**src/rtl/corner_tracker_pkg.sv**
```systemverilog
// Shared types for the corner tracker: corner index, FSM states, default corner set.
// Build option: CORNER_FALLBACK_EN selects the fallback corner set (else all zeros).
package corner_pkg;

   typedef enum logic [1:0] {
      CI_TL = 2'd0,
      CI_TR = 2'd1,
      CI_BL = 2'd2,
      CI_BR = 2'd3
   } corner_idx_e;

   typedef enum logic [1:0] {
      ST_IDLE   = 2'd0,
      ST_SCAN   = 2'd1,
      ST_FINISH = 2'd2
   } state_e;

   // Widest coordinate the default-corner helper can describe.
   localparam int CORNER_MAX_W = 16;

   localparam int DEF_LEFT_X  = 192;
   localparam int DEF_RIGHT_X = 832;
   localparam int DEF_TOP_Y   = 144;
   localparam int DEF_BOT_Y   = 624;

   typedef struct packed {
      logic [CORNER_MAX_W-1:0] x;
      logic [CORNER_MAX_W-1:0] y;
   } corner_t;

   // Corner reported when a frame has too few hits (and at reset).
   function automatic corner_t default_corner(corner_idx_e idx);
      corner_t c;
      c = '0;
`ifdef CORNER_FALLBACK_EN
      c.x = CORNER_MAX_W'((idx == CI_TL || idx == CI_BL) ? DEF_LEFT_X : DEF_RIGHT_X);
      c.y = CORNER_MAX_W'((idx == CI_TL || idx == CI_TR) ? DEF_TOP_Y : DEF_BOT_Y);
`else
      c.x = (idx == CI_TL) ? '0 : '0;
`endif
      return c;
   endfunction

endpackage

```
**src/rtl/corner_tracker_if.sv**
```systemverilog
// Pixel stream from the frame-buffer reader: valid/ready handshake, raster order.
interface corner_tracker_if #(
   parameter int PIX_W = 8
);
   logic [PIX_W-1:0] pix_data;
   logic             pix_valid;
   logic             pix_ready;

   modport master (output pix_data, output pix_valid, input pix_ready);
   modport slave  (input pix_data, input pix_valid, output pix_ready);
endinterface

```
**src/rtl/corner_tracker_tracker.sv**
```systemverilog
// extreme_tracker: holds the best metric seen since the last clear, with its x,y.
// Only a strict improvement replaces the held value, so the earliest pixel wins ties.
module extreme_tracker #(
   parameter int COORD_W = 10
) (
   input  logic                      clk,
   input  logic                      rst_n,
   input  logic                      clear,
   input  logic                      hit,
   input  logic                      mode_max,
   input  logic signed [COORD_W+1:0] metric,
   input  logic [COORD_W-1:0]        x,
   input  logic [COORD_W-1:0]        y,
   output logic signed [COORD_W+1:0] best_metric,
   output logic [COORD_W-1:0]        best_x,
   output logic [COORD_W-1:0]        best_y,
   output logic                      seen
);
   logic signed [COORD_W+1:0] best_q, best_d;
   logic [COORD_W-1:0]        bx_q, bx_d, by_q, by_d;
   logic                      seen_q, seen_d;
   logic                      better;

   // Next held value: clear wins, the first hit seeds, later hits need strict improvement.
   always_comb begin
      best_d = best_q;
      bx_d   = bx_q;
      by_d   = by_q;
      seen_d = seen_q;
      better = mode_max ? (metric > best_q) : (metric < best_q);
      if (clear) begin
         best_d = '0;
         bx_d   = '0;
         by_d   = '0;
         seen_d = 1'b0;
      end else if (hit && (!seen_q || better)) begin
         best_d = metric;
         bx_d   = x;
         by_d   = y;
         seen_d = 1'b1;
      end
   end

   // Tracker state registers.
   always_ff @(posedge clk or negedge rst_n) begin
      if (!rst_n) begin
         best_q <= '0;
         bx_q   <= '0;
         by_q   <= '0;
         seen_q <= 1'b0;
      end else begin
         best_q <= best_d;
         bx_q   <= bx_d;
         by_q   <= by_d;
         seen_q <= seen_d;
      end
   end

   assign best_metric = best_q;
   assign best_x      = bx_q;
   assign best_y      = by_q;
   assign seen        = seen_q;

endmodule

```
**src/rtl/corner_tracker.sv**
```systemverilog
// corner_tracker: scans one raster frame, thresholds pixels into hits and reports the
// four extreme hits packed {TLx,TLy,TRx,TRy,BLx,BLy,BRx,BRy}.
// Build option: CORNER_FALLBACK_EN makes too-sparse frames report the fallback corner set.
module corner_tracker
   import corner_pkg::*;
#(
   parameter int COORD_W  = 10,
   parameter int H_ACTIVE = 1024,
   parameter int V_ACTIVE = 768,
   parameter int PIX_W    = 8,
   parameter int MIN_HITS = 1,
   parameter int CNT_W    = 20
) (
   input  logic                   clk,
   input  logic                   rst_n,
   input  logic                   start,
   input  logic [PIX_W-1:0]       thresh,
   corner_tracker_if.slave        pix,
   output logic                   busy,
   output logic                   done,
   output logic                   corners_valid,
   output logic [CNT_W-1:0]       hit_count,
   output logic [8*COORD_W-1:0]   corners
);
   localparam int MW = COORD_W + 2;
   localparam logic [COORD_W-1:0] X_LAST = COORD_W'(H_ACTIVE - 1);
   localparam logic [COORD_W-1:0] Y_LAST = COORD_W'(V_ACTIVE - 1);
   localparam logic [CNT_W-1:0]   MIN_CNT = CNT_W'(MIN_HITS);

   function automatic logic [8*COORD_W-1:0] default_set();
      logic [8*COORD_W-1:0] s;
      corner_t              c;
      s = '0;
      for (int i = 0; i < 4; i++) begin
         c = default_corner(corner_idx_e'(i));
         s[(7-2*i)*COORD_W +: COORD_W] = c.x[COORD_W-1:0];
         s[(6-2*i)*COORD_W +: COORD_W] = c.y[COORD_W-1:0];
      end
      return s;
   endfunction

   localparam logic [8*COORD_W-1:0] DEF_SET = default_set();

   state_e                state_q, state_d;
   logic [COORD_W-1:0]    x_q, x_d, y_q, y_d;
   logic [PIX_W-1:0]      thr_q, thr_d;
   logic [CNT_W-1:0]      cnt_q, cnt_d;
   logic                  busy_q, busy_d, ready_q, ready_d, done_q, done_d;
   logic                  cval_q, cval_d;
   logic [CNT_W-1:0]      hcnt_q, hcnt_d;
   logic [8*COORD_W-1:0]  corners_q, corners_d;

   logic                  clr, xfer, is_hit;
   logic signed [MW-1:0]  m_sum, m_xy, m_yx;
   logic [3:0][COORD_W-1:0] trk_x, trk_y;
   logic [3:0][MW-1:0]      unused_metric;
   logic [3:0]              trk_seen;

   // A start in SCAN aborts; any pixel handed over in that same cycle belongs to the
   // abandoned frame and is dropped.
   assign xfer   = (state_q == ST_SCAN) && pix.pix_valid && ready_q && !start;
   assign is_hit = xfer && (pix.pix_data >= thr_q);

   assign m_sum = $signed({2'b00, x_q}) + $signed({2'b00, y_q});
   assign m_xy  = $signed({2'b00, x_q}) - $signed({2'b00, y_q});
   assign m_yx  = $signed({2'b00, y_q}) - $signed({2'b00, x_q});

   for (genvar gi = 0; gi < 4; gi++) begin : g_trk
      localparam corner_idx_e IDX = corner_idx_e'(gi);
      logic signed [MW-1:0] metric;
      assign metric = (IDX == CI_TR) ? m_xy : (IDX == CI_BL) ? m_yx : m_sum;

      extreme_tracker #(.COORD_W(COORD_W)) u_trk (
         .clk         (clk),
         .rst_n       (rst_n),
         .clear       (clr),
         .hit         (is_hit),
         .mode_max    (IDX != CI_TL),
         .metric      (metric),
         .x           (x_q),
         .y           (y_q),
         .best_metric (unused_metric[gi]),
         .best_x      (trk_x[gi]),
         .best_y      (trk_y[gi]),
         .seen        (trk_seen[gi])
      );
   end

   // FSM, raster counters, threshold latch and hit counter.
   always_comb begin
      state_d = state_q;
      x_d     = x_q;
      y_d     = y_q;
      thr_d   = thr_q;
      cnt_d   = cnt_q;
      clr     = 1'b0;
      case (state_q)
         ST_IDLE: begin
            if (start) begin
               state_d = ST_SCAN;
               clr     = 1'b1;
            end
         end
         ST_SCAN: begin
            if (start) begin
               clr = 1'b1;
            end else if (xfer) begin
               if (is_hit && cnt_q != '1) cnt_d = cnt_q + 1'b1;
               if (x_q == X_LAST) begin
                  x_d = '0;
                  y_d = y_q + 1'b1;
                  if (y_q == Y_LAST) state_d = ST_FINISH;
               end else begin
                  x_d = x_q + 1'b1;
               end
            end
         end
         ST_FINISH: state_d = ST_IDLE;
         default:   state_d = ST_IDLE;
      endcase
      if (clr) begin
         x_d   = '0;
         y_d   = '0;
         cnt_d = '0;
         thr_d = thresh;
      end
   end

   // Registered outputs: results only move in the cycle leaving FINISH.
   always_comb begin
      busy_d    = (state_d != ST_IDLE);
      ready_d   = (state_d == ST_SCAN);
      done_d    = 1'b0;
      cval_d    = cval_q;
      hcnt_d    = hcnt_q;
      corners_d = corners_q;
      if (state_q == ST_FINISH) begin
         done_d = 1'b1;
         hcnt_d = cnt_q;
         cval_d = (cnt_q >= MIN_CNT);
         for (int i = 0; i < 4; i++) begin
            if (cval_d && trk_seen[i]) begin
               corners_d[(7-2*i)*COORD_W +: COORD_W] = trk_x[i];
               corners_d[(6-2*i)*COORD_W +: COORD_W] = trk_y[i];
            end else begin
               corners_d[(7-2*i)*COORD_W +: COORD_W] = DEF_SET[(7-2*i)*COORD_W +: COORD_W];
               corners_d[(6-2*i)*COORD_W +: COORD_W] = DEF_SET[(6-2*i)*COORD_W +: COORD_W];
            end
         end
      end
   end

   // State and output registers.
   always_ff @(posedge clk or negedge rst_n) begin
      if (!rst_n) begin
         state_q   <= ST_IDLE;
         x_q       <= '0;
         y_q       <= '0;
         thr_q     <= '0;
         cnt_q     <= '0;
         busy_q    <= 1'b0;
         ready_q   <= 1'b0;
         done_q    <= 1'b0;
         cval_q    <= 1'b0;
         hcnt_q    <= '0;
         corners_q <= DEF_SET;
      end else begin
         state_q   <= state_d;
         x_q       <= x_d;
         y_q       <= y_d;
         thr_q     <= thr_d;
         cnt_q     <= cnt_d;
         busy_q    <= busy_d;
         ready_q   <= ready_d;
         done_q    <= done_d;
         cval_q    <= cval_d;
         hcnt_q    <= hcnt_d;
         corners_q <= corners_d;
      end
   end

   assign pix.pix_ready = ready_q;
   assign busy          = busy_q;
   assign done          = done_q;
   assign corners_valid = cval_q;
   assign hit_count     = hcnt_q;
   assign corners       = corners_q;

endmodule

```
**src/flat_wrapper.sv**
```systemverilog
// flat-port wrapper written by rule: the top's interface ports become plain ports
module corner_tracker_flat import corner_pkg::*;
#(
   parameter int COORD_W  = 10,
   parameter int H_ACTIVE = 1024,
   parameter int V_ACTIVE = 768,
   parameter int PIX_W    = 8,
   parameter int MIN_HITS = 1,
   parameter int CNT_W    = 20
)
  (clk, rst_n, start, thresh, busy, done, corners_valid, hit_count, corners, pix_pix_data, pix_pix_valid, pix_pix_ready);
  corner_tracker_if #(.PIX_W(PIX_W)) pix_i ();
  input  logic clk;
  input  logic rst_n;
  input  logic start;
  input  logic [PIX_W-1:0] thresh;
  output logic busy;
  output logic done;
  output logic corners_valid;
  output logic [CNT_W-1:0] hit_count;
  output logic [8*COORD_W-1:0] corners;
  input wire logic [$bits(pix_i.pix_data)-1:0] pix_pix_data;
  input wire logic [$bits(pix_i.pix_valid)-1:0] pix_pix_valid;
  output wire logic [$bits(pix_i.pix_ready)-1:0] pix_pix_ready;
  assign pix_i.pix_data = pix_pix_data;
  assign pix_i.pix_valid = pix_pix_valid;
  assign pix_pix_ready = pix_i.pix_ready;
  corner_tracker #(.COORD_W(COORD_W), .H_ACTIVE(H_ACTIVE), .V_ACTIVE(V_ACTIVE), .PIX_W(PIX_W), .MIN_HITS(MIN_HITS), .CNT_W(CNT_W)) u_core (.clk(clk), .rst_n(rst_n), .start(start), .thresh(thresh), .pix(pix_i), .busy(busy), .done(done), .corners_valid(corners_valid), .hit_count(hit_count), .corners(corners));
endmodule
```
**config.mk**
```make
export PLATFORM = sky130hd
export DESIGN_NAME = corner_tracker_flat
export DESIGN_NICKNAME = d
export VERILOG_FILES = /design/src/rtl/corner_tracker_pkg.sv /design/src/rtl/corner_tracker_if.sv /design/src/rtl/corner_tracker_tracker.sv /design/src/rtl/corner_tracker.sv /design/src/flat_wrapper.sv
export SDC_FILE = /design/constraint.sdc
export NUM_CORES = 1
export LEC_CHECK = 0
export CAP_MARGIN = 0
export CORE_MARGIN = 3
export CORE_UTILIZATION = 63
export DETAILED_ROUTE_END_ITERATION = 10
export PLACE_DENSITY = 0.86
export SLEW_MARGIN = 15
export SYNTH_ARGS = -nofsm -noshare
export SYNTH_HDL_FRONTEND = slang
export SYNTH_SLANG_ARGS = --single-unit
```
**constraint.sdc**
```tcl
create_clock -name clk -period 9.41 [get_ports clk]
set_clock_uncertainty 0.05 [all_clocks]
set_input_delay 1.882 -clock clk [delete_from_list [all_inputs] [get_ports clk]]
set_output_delay 1.882 -clock clk [all_outputs]
set_load 0.05 [all_outputs]
```
# Word level (Yosys, flattened, before mapping)
# Index checks and enable logic that the tools add are counted.
[op_classes] n_addsub=6 order_cmp=6 n_eq_ne=7 n_mux=60 reduce_logical=36
[op_table] op="two-way mux 10 bit" count=26
[op_table] op="two-way mux 20 bit" count=9
[op_table] op="two-way mux 12 bit" count=8
[op_table] op="> comparator 12 bit" count=3
[op_table] op="subtractor 10 x 10 -> 11 bit" count=2
[op_table] op="adder 10 x 1 -> 10 bit, second input constant" count=2
[op_table] op="adder 20 x 1 -> 20 bit, second input constant" count=1
[op_table] op="== test 10 bit, second input constant" count=2
[op_table] op=">= comparator 20 x 1 -> 1 bit, second input constant" count=1
[op_table] op="!= test 20 bit, second input constant" count=1
[op_table] op="nonzero test 2 bit" count=9
[op_table] op="logical AND 1 bit" count=13
[op_table] op="less-than comparator 12 bit" count=1
[op_table] op="adder 10 x 10 -> 11 bit" count=1
[op_table] op="two-way mux 1 bit" count=11
[op_table] op="two-way mux 2 bit" count=5
[op_table] op=">= comparator 8 bit" count=1
[op_table] op="AND reduction 4 bit" count=2
[op_table] op="zero test 1 bit" count=5
[op_table] op="== test 2 x 1 -> 1 bit, second input constant" count=2
[op_table] op="logical OR 1 bit" count=4
[op_table] op="one-hot mux 2 bit (2 select lines)" count=1
[op_table] op="AND reduction 3 bit" count=1
[op_table] op="== test 2 bit, second input constant" count=1
[op_table] op="other kinds (3)" count=3
[totals] regBits=286 inputBits=20 elab_cells=142

# Longest topological paths before layout
[depth] word_depth=11 depth_mapped=18 depth_no_buf=16

# Hierarchy
# A second synthesis with hierarchy kept.
[hier_totals] hier_cells=1502 hier_area_um2=15700.1
[by_module_without_submodules] mod="extreme_tracker" n_inst=4 cells_each=187 area_each_um2=2000.7
[by_module_without_submodules] mod="corner_tracker" n_inst=1 cells_each=754 area_each_um2=7697.4

# Worst setup path after synthesis
# Ideal clock, no wire load.
[synth_timing] kind="register -> register" startpoint="register u_core.x_q[0]" endpoint="register u_core.g_trk[1].u_trk.best_q[10]" setup_time_ns=0.125 arrival_ns=3.683 setup_slack_ns=5.553 path_stages_with_launch=18 period_less_slack_ns=3.857 path_cell_list="dfrtp_1 > inv_1 > ha_1 > inv_1 > fa_1 > a21oi_1 > o21ai_0 > a2111oi_0 > nor3_1 > xnor2_1 > ha_1 > and4_1 > nand3_1 > a31oi_1 > o21ai_0 > a21oi_1 > buf_2 > mux2_2"
[synth_via] elab_chain_len=5 word_cells_on_any_way=7 cone_classes="add/sub: 1; order compare: 1; mux: 2; reduce/logical: 3"
[synth_rtl] element="from (decl)" line="corner_tracker.sv:45" text="logic [COORD_W-1:0] x_q, x_d, y_q, y_d;"
[synth_rtl] element="from (signal assigned)" line="corner_tracker.sv:157" text="x_q <= '0;"
[synth_rtl] element="from (signal assigned)" line="corner_tracker.sv:169" text="x_q <= x_d;"
[synth_rtl] element="subtractor 10 x 10 -> 11 bit *" line="corner_tracker.sv:65" text="assign m_xy = $signed({2'b00, x_q}) - $signed({2'b00, y_q});"
[synth_rtl] element="> comparator 12 bit" line="corner_tracker_tracker.sv:30" text="better = mode_max ? (metric > best_q) : (metric < best_q);"
[synth_rtl] element="logical OR 1 bit" line="corner_tracker_tracker.sv:36" text="end else if (hit && (!seen_q || better)) begin"
[synth_rtl] element="logical AND 1 bit" line="corner_tracker_tracker.sv:36"
[synth_rtl] element="nonzero test 2 bit (no line)"
[synth_rtl] element="to (signal assigned)" line="corner_tracker_tracker.sv:52" text="best_q <= best_d;"
[synth_rtl] element="to (decl)" line="corner_tracker_tracker.sv:19" text="logic signed [COORD_W+1:0] best_q, best_d;"
# Mark *: on every way between the ends. The rest lies on a longest branch, timed or not. The select of a mux whose other input is x is not followed.
# A chain may end at the register's enable or synchronous reset.

# Final worst setup path
[layout_timing] startpoint="register u_core.y_q[0]" endpoint="register u_core.g_trk[2].u_trk.best_q[1]"
[layout_via] elab_chain_len=5 word_cells_on_any_way=7 cone_classes="add/sub: 1; order compare: 1; mux: 2; reduce/logical: 3"
[layout_rtl] element="from (decl)" line="corner_tracker.sv:45"
[layout_rtl] element="from (signal assigned)" line="corner_tracker.sv:170" text="y_q <= y_d;"
[layout_rtl] element="subtractor 10 x 10 -> 11 bit *" line="corner_tracker.sv:66" text="assign m_yx = $signed({2'b00, y_q}) - $signed({2'b00, x_q});"
[layout_rtl] element="> comparator 12 bit" line="corner_tracker_tracker.sv:30"
[layout_rtl] element="logical OR 1 bit" line="corner_tracker_tracker.sv:36"
[layout_rtl] element="logical AND 1 bit" line="corner_tracker_tracker.sv:36"
[layout_rtl] element="nonzero test 2 bit (no line)"
[layout_rtl] element="to (signal assigned)" line="corner_tracker_tracker.sv:52"
[layout_rtl] element="to (decl)" line="corner_tracker_tracker.sv:19"
# Marked as above.

==> run metrics <==
io pins=124; CP Capture Type=flop; Max-Cap Viols=0; DR DRC count=0; Seq/Total Area, Yosys=50.00%; wire per inst=between 20 and 25 um; Area Overhead vs Synth=16.84%; status=finished, final reports clean; crit-path cells=inv_1 > ha_1 > inv_1 > fa_1 > a21oi_1 > o21ai_0 > a2111oi_0 > nor3_1 > xnor2_1 > ha_1 > and4_1 > nand4_1 > a21oi_1 > o311ai_4 > buf_4 > mux2_2; Max-slew headroom=roughly 15%; 1st-pass router iterations=6; H-tree depth=1; post-route cell area=approximately 16000 um^2; DR iter-0 viols=1204; Final Hold Vio Count=0; full die area=24230 um^2; Yosys top cell area share=between 50% and 60%; slowest stage cell, crit path=o311ai_4; grt ovf=0; largest net degree at the start of global routing=171; # port buffers=123; Worst Path Required=9790 ps; #FFs+latches synth=282; Synth Instances=~1400; Avg Inst Size Synth=10.19 um^2; asr flop ratio synth=100.0%; gr usage total=around 30%; proportion of layout cells with a drive suffix above 1=6.564%; EDFF count, synth=0; PD cells=167.2 nW/um^2; core area=21890 um^2; drt total wl=35790 um; Yosys top cell by area=dfrtp_1; CTS tree=done; startpoint types=flop; Initial Utilization=64.47%; Lkg Pwr=roughly 8 nW; Main synth FF type=dfrtp_1; Post-Syn Area=about 14000 um^2; Vias/cell=6.219; Root Buffer=clkbuf_16; CTS Buf Count=28; min Tclk post-route=5109 ps; Post-DP Area=approximately 16000 um^2; CP max stage delay=650 ps; die span in y=155.7 um; fmax=195.7 MHz; cell row count=54; GPL Wtd Cong=1.022; syn nets=~1500; cts hold-fix bufs=0; antenna violations before repair=0; Commonest cells post-synth=dfrtp_1, nand2_1, inv_1, mux2i_1, ha_1; clock sink count=282; fin. max-slew vios=0; Clk pin slew, worst setup/hold paths=60 ps; post_cts resized=0; actual slew at the worst max-slew pin=1259 ps; peak supply drop=0.1470 mV; ANT nets after route=0; Critical Path Fanout Max=21; Synth cell types=62; final setup fails=0; count leader, synth=dfrtp_1; total number of vias=11030; yosys warns=0; RSZ-0062 raised after global routing=false; Clock Path Buffers=3; DP HPWL=23960 um; diodes inserted=0; min-delay worst type=reg2reg; period utilization=around 54%; WS Path Type=reg2reg; die width=around 160 um; number of global-route vias before repair=10830; crit path DAT=about 5500 ps; Post-CTS Setup Inserts=0; clk_lat worst skew=560 ps; # nets final=approximately 1600; sum of negative setup slack=0 ps; first-pass GRT wire length=57980 um; worst reg2reg setup slack=4300 ps; Area contributors post-synth=dfrtp_1, ha_1, mux2i_1, nand2_1, a22o_1
-- registers in the layout, indices dropped and copies added, names as in the netlist --
signal / flops
u_core.corners: 80
u_core.g_trk.u_trk.best_metric: 44
u_core.g_trk.u_trk.best_x: 40
u_core.g_trk.u_trk.best_y: 40
u_core.cnt_q: 20
u_core.hit_count: 20
u_core.x_q: 10
u_core.y_q: 10
u_core.thr_q: 8
u_core.g_trk.u_trk.seen: 4
u_core.state_q: 2
u_core.busy: 1
u_core.corners_valid: 1
u_core.done: 1
u_core.pix.pix_ready: 1
-- logic make-up (layout without fill, tap and decap cells) --
| family | count (synthesis) | after routing | share of synthesized area (%) |
|---|---|---|---|
| flip-flops | 282 | 282 | 50.00 |
| AND/OR/NAND/NOR | 429 | 429 | 13.99 |
| AO/OA/AOI/OAI | 260 | 260 | 13.00 |
| adder cells (fa/ha/maj) | 89 | 89 | 8.050 |
| XOR/XNOR | 33 | 33 | 2.048 |
| multiplexers | 108 | 108 | 7.828 |
| buffers and inverters | 184 | 292 | 5.089 |
-- power breakdown --
part	switching, mW	internal, mW
clock	0.474	0.687
combinational	0.214	0.132
sequential	0.0151	1.23
total	0.703	2.05
-- cells in the final DEF (no fill, tap or decap), drive strengths merged, types with 5 or more instances in the layout --
cell type and instances:
buf 13, a211oi 7, nand2b 16, a21o 6
a21oi 43, clkinv 11, nand4 25, o21ai 66
xor2 5, nand3 45, a31oi 6, o41ai 6
and3 8, nor4 10, and2 5, clkdlybuf4s50 122
nor2 76, mux2 19, a22o 80, inv 105
nor3 14, dfrtp 282, o311ai 7, clkbuf 36
mux2i 89, ha 86, nand2 201, xnor2 28
o21bai 8, and4 7, nor2b 8
-- critical path, delay by kind of cell, from the launching register on --
kind	cells	cell delay, ps
simple gates	3	440
xor+xnor	1	260
fa+ha+maj	3	960
compound gates	5	1520
mux	1	390
buf+inv	3	890
flops	1	470
-- stage by stage --
stage	setup slack, ps	power [mW]	util, %	hold slack, ps	std cells
finish	4301	2.757	75.33	423.4	1773
detailed placement	4264	1.610	70.95	411.6	1723
global placement	4387	1.596	70.95	408.0	1723
global route	4026	2.859	75.33	448.5	1773
CTS	4231	2.766	75.31	427.8	1773
floorplan	5553	1.498	-	399.7	1385
-- final timing paths --
check	endpoint	startpoint	depth (start not counted)
max	u_core.g_trk[2].u_trk.best_metric[1]	u_core.y_q[0]	16
min	u_core.hit_count[14]	u_core.hit_count[14]	2
max reg2reg	u_core.g_trk[2].u_trk.best_metric[1]	u_core.y_q[0]	16
min reg2reg	u_core.hit_count[14]	u_core.hit_count[14]	2
max in group asynchronous	u_core.corners[47]	rst_n	2
min in group asynchronous	u_core.hit_count[19]	rst_n	1
-- final cells by class --
cell class | count | area (um^2)
clock buffers | 36 | 770.7
clock inverters | 14 | 183.9
fillers | 1427 | 5400
inverters | 107 | 401.6
multi-input cells | 919 | 6389
flip-flops and latches | 282 | 7057
well taps | 280 | 350.3
repair buffers | 135 | 1339
-- metal layers --
metal	vias to the layer above	global-route usage (%)	share of wire, %
met1	5412	41.65	42
li1	5000	-	-
met5	-	0	0
met2	517	46.14	47
met4	0	9.504	3.0
met3	97	6.269	8.8
Note: power is estimated with default switching activity, not from simulation.
